$ cat src/rtl/clk_div_pkg.sv
// Shared constants for the multi-channel clock divider.
// Divisor sets for simulation and for real 50 MHz hardware.
package clk_div_pkg;

  localparam int DEF_CNT_W = 32;
  localparam int MIN_DIV   = 2;

  localparam logic [4*32-1:0] DIV_SIM = {
    32'd16, 32'd8, 32'd4, 32'd2
  };

  localparam logic [4*32-1:0] DIV_HW = {
    32'd50000000, 32'd5000000,
    32'd500000, 32'd50000
  };

endpackage

$ cat src/rtl/div_channel.sv
// One divider channel: phase counter, shadow/active divisor,
// square-wave output and rising-edge tick.
module div_channel #(
  parameter int CNT_W = 32,
  parameter logic [CNT_W-1:0] RST_DIV = CNT_W'(2)
) (
  input  logic             clk_50mhz,
  input  logic             rst,
  input  logic             en,
  input  logic             clr,
  input  logic             ld,
  input  logic [CNT_W-1:0] ld_val,
  output logic             clk_out,
  output logic             tick
);

  logic [CNT_W-1:0] cnt;
  logic [CNT_W-1:0] active_div;
  logic [CNT_W-1:0] shadow_div;
  logic [CNT_W-1:0] shadow_nxt;
  logic [CNT_W-1:0] n_m1;
  logic [CNT_W-1:0] half;
  logic [CNT_W-1:0] cnt_p1;
  logic             run;
  logic             bound;
  logic             hold;

  assign shadow_nxt = ld ? ld_val : shadow_div;
  assign n_m1       = active_div - CNT_W'(1);
  assign half       = active_div >> 1;
  assign cnt_p1     = cnt + CNT_W'(1);
  assign bound      = (cnt == n_m1);
  assign hold       = clr | ~en;

  // run stays low until the first boundary so no high phase
  // is emitted before the first full period has elapsed
  always_ff @(posedge clk_50mhz or posedge rst) begin
    if (rst) begin
      cnt        <= '0;
      active_div <= RST_DIV;
      shadow_div <= RST_DIV;
      run        <= 1'b0;
      clk_out    <= 1'b0;
      tick       <= 1'b0;
    end else begin
      shadow_div <= shadow_nxt;
      if (hold || bound) active_div <= shadow_nxt;
      if (hold) begin
        cnt     <= '0;
        run     <= 1'b0;
        clk_out <= 1'b0;
        tick    <= 1'b0;
      end else if (bound) begin
        cnt     <= '0;
        run     <= 1'b1;
        clk_out <= 1'b1;
        tick    <= 1'b1;
      end else begin
        cnt     <= cnt_p1;
        clk_out <= run & (cnt_p1 < half);
        tick    <= 1'b0;
      end
    end
  end

endmodule

$ cat src/rtl/multi_clock_divider.sv
// N-channel programmable divider off clk_50mhz with
// glitch-free retune, per-channel enable and common phase clear.
module multi_clock_divider
  import clk_div_pkg::*;
#(
  parameter int NUM_CH = 4,
  parameter int CNT_W  = DEF_CNT_W,
  parameter logic [NUM_CH*CNT_W-1:0] DEFAULT_DIV = DIV_SIM,
  localparam int CH_W = (NUM_CH > 1) ? $clog2(NUM_CH) : 1
) (
  input  logic              clk_50mhz,
  input  logic              rst,
  input  logic [NUM_CH-1:0] ch_en,
  input  logic              sync_clr,
  input  logic              wr_en,
  input  logic [CH_W-1:0]   wr_ch,
  input  logic [CNT_W-1:0]  wr_div,
  output logic              wr_err,
  output logic [NUM_CH-1:0] clk_out,
  output logic [NUM_CH-1:0] tick
);

  logic ch_ok;
  logic div_ok;
  logic wr_ok;

  // a full power-of-two channel count makes every index legal
  generate
    if (NUM_CH == (1 << CH_W)) begin : g_full
      assign ch_ok = 1'b1;
    end else begin : g_part
      assign ch_ok = (wr_ch < CH_W'(NUM_CH));
    end
  endgenerate

  assign div_ok = (wr_div >= CNT_W'(MIN_DIV));
  assign wr_ok  = wr_en & ch_ok & div_ok;

  always_ff @(posedge clk_50mhz or posedge rst) begin
    if (rst) begin
      wr_err <= 1'b0;
    end else begin
      wr_err <= wr_en & ~wr_ok;
    end
  end

  generate
    for (genvar i = 0; i < NUM_CH; i++) begin : g_ch
      logic ld;

      assign ld = wr_ok & (wr_ch == CH_W'(i));

      div_channel #(
        .CNT_W   (CNT_W),
        .RST_DIV (DEFAULT_DIV[i*CNT_W +: CNT_W])
      ) u_ch (
        .clk_50mhz (clk_50mhz),
        .rst       (rst),
        .en        (ch_en[i]),
        .clr       (sync_clr),
        .ld        (ld),
        .ld_val    (wr_div),
        .clk_out   (clk_out[i]),
        .tick      (tick[i])
      );
    end
  endgenerate

endmodule

$ cat config.mk
export PLATFORM = sky130hd
export DESIGN_NAME = multi_clock_divider
export DESIGN_NICKNAME = d
export VERILOG_FILES = /design/src/rtl/clk_div_pkg.sv /design/src/rtl/div_channel.sv /design/src/rtl/multi_clock_divider.sv
export SDC_FILE = /design/constraint.sdc
export NUM_CORES = 1
export LEC_CHECK = 0
export BUFFER_PORTS_ARGS = -buffer_cell sky130_fd_sc_hd__buf_2
export CAP_MARGIN = 20
export CORE_ASPECT_RATIO = 0.8
export CORE_MARGIN = 2
export CORE_UTILIZATION = 64
export DETAILED_ROUTE_END_ITERATION = 7
export PLACE_DENSITY = 0.83
export SETUP_SLACK_MARGIN = 0.1
export SYNTH_ARGS = -nofsm -noshare
export SYNTH_HDL_FRONTEND = slang
export SYNTH_SLANG_ARGS = --single-unit
export TNS_END_PERCENT = 10
$ cat constraint.sdc
create_clock -name clk_50mhz -period 14.34 [get_ports clk_50mhz]
set_clock_uncertainty 0.05 [all_clocks]
set_input_delay 0.717 -clock clk_50mhz [delete_from_list [all_inputs] [get_ports clk_50mhz]]
set_output_delay 0.717 -clock clk_50mhz [all_outputs]
set_load 0.02 [all_outputs]
## Word level (Yosys, flattened, before mapping)

Index checks and enable logic that the tools add are counted.

- Bits in registers: 397
- Word-level logic and storage cells: 109
- Bits of input ports: 42

- Magnitude comparators: 5
- Eq/ne operators: 7
- Multiplexer cells: 36
- Reductions and logical operators: 9
- Add/subtract/negate cells: 8
- Bitwise gates (word level): 19

Operator list:

| kind | count |
|---|---|
| $mux 32 | 12 |
| $add 32x1->32 const B | 4 |
| $eq 32x32->1 | 4 |
| $lt 32x31->1 | 4 |
| $sub 32x1->32 const B | 4 |
| $ge 32x2->1 const B | 1 |
| $mux 1 | 24 |
| $and 1x1->1 | 10 |
| $reduce_bool 2->1 | 4 |
| $not 1->1 | 5 |
| $eq 2x2->1 const B | 2 |
| $logic_or 1x1->1 | 4 |
| $or 1x1->1 | 4 |
| $eq 2x1->1 const B | 1 |
| $logic_not 2->1 | 1 |

## Logic depth before layout (Yosys ltp)

- Depth after elaboration: 5
- Depth in mapped cells: 17

## By module

A second synthesis with hierarchy kept.

- Cell total of the unflattened synthesis: 2313
- Area total of the unflattened synthesis: 24071.8 um2

Modules (own cells, without submodules):

| module | seq. area each (um2) | cells each | area an instance (um2) | instances |
|---|---|---|---|---|
| div_channel (g_ch[1].u_ch ...) | 2479.9 | 565 | 5918.2 | 2 |
| div_channel (g_ch[0].u_ch) | 2479.9 | 579 | 6064.6 | 1 |
| div_channel (g_ch[3].u_ch) | 2479.9 | 582 | 6020.8 | 1 |
| multi_clock_divider | 25.0 | 22 | 150.1 | 1 |

## Least setup slack after synthesis

Ideal clock, no wire load.

- Path type: reg2reg
- From: register g_ch[3].u_ch.active_div[0]
- To: register g_ch[3].u_ch.active_div[0]
- Stages on the path, launching flop included: 13
- Setup time: 127 ps
- Required time: 14163 ps
- Path slack: 10741 ps
- Period minus slack after synthesis: 3599 ps
- Path buffers: 2
- Arrival time: 3422 ps
- Cells stage by stage: dfrtp_1 -> inv_1 -> ha_1 -> or4b_2 -> or4_1 -> or4_1 -> nand3_1 -> o21ai_1 -> a2111oi_2 -> a31o_2 -> buf_4 -> buf_6 -> mux2_1

- Longest elaborated chain between the ends: 3

Ends and longest elaborated chain:

| item | line | RTL |
|---|---|---|
| start, declared | div_channel.sv:18 | `logic [CNT_W-1:0] active_div;` |
| start signal, assigned | div_channel.sv:47 | `if (hold \|\| bound) active_div <= shadow_nxt;` |
| $sub 32x1->32 | div_channel.sv:29 | `assign n_m1 = active_div - CNT_W'(1);` |
| $eq 32x32->1 | div_channel.sv:32 | `assign bound = (cnt == n_m1);` |
| $logic_or 1x1->1 | div_channel.sv:47 |  |

No other way between the ends.
A chain may end at the register's enable or synchronous reset.

## Worst setup path after layout

- From: register g_ch[1].u_ch.active_div[0]
- To: register g_ch[1].u_ch.active_div[30]

- Longest elaborated chain between the ends: 3

Ends and longest elaborated chain:

| item | line |
|---|---|
| start, declared | div_channel.sv:18 |
| start signal, assigned | div_channel.sv:47 |
| $sub 32x1->32 | div_channel.sv:29 |
| $eq 32x32->1 | div_channel.sv:32 |
| $logic_or 1x1->1 | div_channel.sv:47 |

No other way between the ends.

==> summary.txt <==
Run status
  • Outcome: finished, final reports clean

Die
  • Die X: between 200 and 250 µm
  • Num rows: 63
  • Die Ht: ~180 µm
  • Starting density of the core: 0.649
  • Die ar.: roughly 39000 µm²
  • # IOs: 51
  • Core area: between 30000 and 40000 µm²

STA
  • Max Slew Vio Count: 0
  • Final period utilization: 0.329
  • Final setup TNS: 0 ns
  • Worst hold slack: approximately 0.26 ns
  • RSZ-0062 raised after global routing: false
  • Final Critical Period: 4.72 ns
  • Max-slew headroom: 0.327
  • Worst-Margin Slew: ~1.0 ns
  • Setup violators final: 0
  • Final Hold Vio Count: 0
  • F_max: about 210 MHz

Route
  • Drt drc: 0
  • DRT iter0 DRCs: about 1500
  • Routed wire length: around 60 mm
  • DR vias: between 15000 and 20000
  • 1st-pass router iterations: 6
  • Via density per instance: around 6.3
  • Post-route ant nets: 0
  • WL/cell: just over 20 µm

Layout
  • Layout fillers: roughly 2600
  • Final #Nets: 2511
  • Seq. cell area: roughly 10000 µm²
  • Footprint of the multi-input gates: approximately 13000 µm²
  • Fin area: ~26000 µm²
  • Fraction of layout cells with a size suffix above 1: 0.154
  • Layout area overhead: 7.94%

Job
  • Max_cap viols: 0

Setup path
  • Crit path launch type: flip-flop
  • Worst Path Required: approximately 15 ns
  • Crit-path max FO: slightly above 40
  • Crit path kind: reg2reg
  • CP arrival: 5.11 ns
  • CP Capture Type: flip-flop

Clock tree
  • Clk sink count: 397
  • Clock tree root buffer cell: clkbuf_16
  • Num CTS Buffers: 39
  • CTS resizes: 0
  • Clk buf depth: 3
  • Worst skew pair latency: 0.57 ns
  • Htree depth: 2
  • CTS Hold Bufs: 0
  • CTS clk-pin slew, worst paths: about 0.07 ns
  • Postcts setup bufs: 0
  • Clock tree from TritonCTS: done

Logic synthesis
  • Synth Net Count: 2503
  • Count of cell types in the netlist: 81
  • Post-synthesis cell count: roughly 2300
  • Main synth FF type: dfrtp_1
  • Synth warnings: 0
  • Ys async rst share: 1.00
  • Synth Register Bits: ~400
  • Mean Syn Cell Area: 10.3 µm²
  • Sequential area share after synthesis: 0.413
  • Synthesized cell area: about 24000 µm²
  • Number of enable flip-flop cells after synthesis: 0

Power and ir drop
  • P per Cell Area: around 120 nW/µm²
  • Peak VDD IR: a little under 0.1 mV
  • Total power: about 3.2 mW
  • P_leak: between 10 and 15 nW

GRT
  • Largest net degree at the start of global routing: 169
  • First-pass GRT wire length: 95.7 mm
  • Initial antenna violation count: 3
  • GRT Resource Usage Total: 0.308
  • Vias in the first global route: roughly 18000
  • GR Overflow Total: 0

Placed design
  • DP Wirelength: 42.8 mm
  • Placed inst area: roughly 25000 µm²
  • GPL Wtd Cong: approximately 0.94
  • Port Buffer Count: 50

Min path
  • Worst Hold Class: in2async
==> cells by family after synthesis <==
family / Yosys count / synth area share
buffers and inverters: 248 / 0.0435
xor gates and xnor gates: 281 / 0.102
DFF: 397 / 0.413
AOI/OAI and AO/OA: 261 / 0.0764
adders and majority gates: 128 / 0.0666
muxes: 259 / 0.121
and+or+nand+nor: 759 / 0.177
==> layout make-up <==
cell class	count	share of cell area
multi-input cells	1688	0.503
repair buffers	64	0.0144
flip-flops and latches	397	0.383
clock inverters	24	0.0123
clock buffers	48	0.0412
inverters	151	0.0221
diodes	2	0.000193
well taps	487	0.0235
==> where the power goes <==
| part | internal (mW) | switching, mW | total [mW] |
|---|---|---|---|
| logic | 0.305 | 0.375 | 0.680 |
| registers | 1.27 | 0.175 | 1.45 |
| clock network | 0.647 | 0.467 | 1.11 |
| total | 2.22 | 1.02 | 3.24 |
==> registers in the layout (all words and copies together), names as in the netlist <==
name,flops
wr_err,1
g_ch.u_ch.run,4
g_ch.u_ch.cnt,128
g_ch.u_ch.shadow_div,128
g_ch.u_ch.active_div,128
g_ch.u_ch.clk_out,4
g_ch.u_ch.tick,4
==> metal layers <==
metal,track usage,up-vias,share of wire
met1,0.402,9003,0.43
met3,0.0670,173,0.069
met2,0.508,644,0.47
li1,-,8325,-
met4,0.106,0,0.033
met5,0,-,0
==> path summary, 6_finish.rpt <==
check	from	cells after the start	slack, ns	endpoint
worst max-delay path	g_ch[1].u_ch.active_div[0]$_DFFE_PP0P_	11	9.62	g_ch[1].u_ch.active_div[30]$_DFFE_PP0P_
worst min-delay path	rst	2	0.26	g_ch[3].u_ch.cnt[26]$_DFF_PP0_
worst max register to register	g_ch[1].u_ch.active_div[0]$_DFFE_PP0P_	11	9.62	g_ch[1].u_ch.active_div[30]$_DFFE_PP0P_
worst min register to register	g_ch[1].u_ch.shadow_div[27]$_DFF_PP0_	1	0.44	g_ch[1].u_ch.shadow_div[27]$_DFF_PP0_
max in group asynchronous	rst	3	12.58	g_ch[2].u_ch.shadow_div[8]$_DFF_PP0_
min in group clk_50mhz	ch_en[1]	3	0.42	g_ch[1].u_ch.run$_DFFE_PP0P_
==> layout by cell type (no fill, tap or decap), types with 8 or more instances in the layout <==
cell       count
nor3_1        57
xnor2_1      169
ha_1         128
dfstp_2        8
and4_1         8
a211o_1        8
dfrtp_1      389
nor4_1        50
nand2b_1       9
nor2b_1       98
a211oi_1      15
buf_4         11
a2111oi_0     10
nand2_1       75
a21oi_1       42
xor2_1       112
nor4b_1       11
o21ai_0       37
a21o_1        34
o31ai_1        8
or3_1         22
inv_1        150
clkinv_4       8
buf_2         51
nand4_1       75
o211ai_1      17
mux2_1        58
or4_1         26
and3_1        43
and2_1        41
a31oi_1       19
nand3_1       96
clkbuf_16     39
nor2_1       114
mux2_2       198
==> metrics by stage <==
step           instances  setup slack, ns  utilization
5_1_grt             2859             9.28        0.701
2_1_floorplan       2333             2.55            -
3_5_place_dp        2785             9.66        0.663
3_3_place_gp        2785             9.82        0.663
4_1_cts             2857             9.65        0.700
6_report            2861             9.62        0.701
==> cell usage after synthesis, drive strengths merged, types with 27 or more instances <==
cell type / number / area share
inv: 151 / 0.024
buf: 39 / 0.011
xor2: 112 / 0.041
and2: 41 / 0.011
or4: 27 / 0.0086
xnor2: 169 / 0.062
nor2: 114 / 0.018
clkbuf: 58 / 0.0091
nand2: 75 / 0.012
ha: 128 / 0.067
mux2: 256 / 0.12
nand3: 96 / 0.020
a21oi: 42 / 0.0087
nor4: 54 / 0.015
o21ai: 39 / 0.0083
nand4: 75 / 0.020
nor2b: 98 / 0.025
nor3: 58 / 0.012
and3: 43 / 0.011
a21o: 34 / 0.011
dfrtp: 389 / 0.40
==> critical path: stages, from the launching register on <==
cell       delay, ns
dfrtp_1         0.44
inv_1           0.09
ha_1            0.27
or4b_1          0.60
nor3_1          0.82
a41oi_1         0.22
o2bb2ai_1       0.20
o21ai_0         0.10
nand4b_1        0.24
o21ai_4         0.57
buf_4           0.58
mux2_2          0.40
Note: power is estimated with default switching activity, not from simulation.
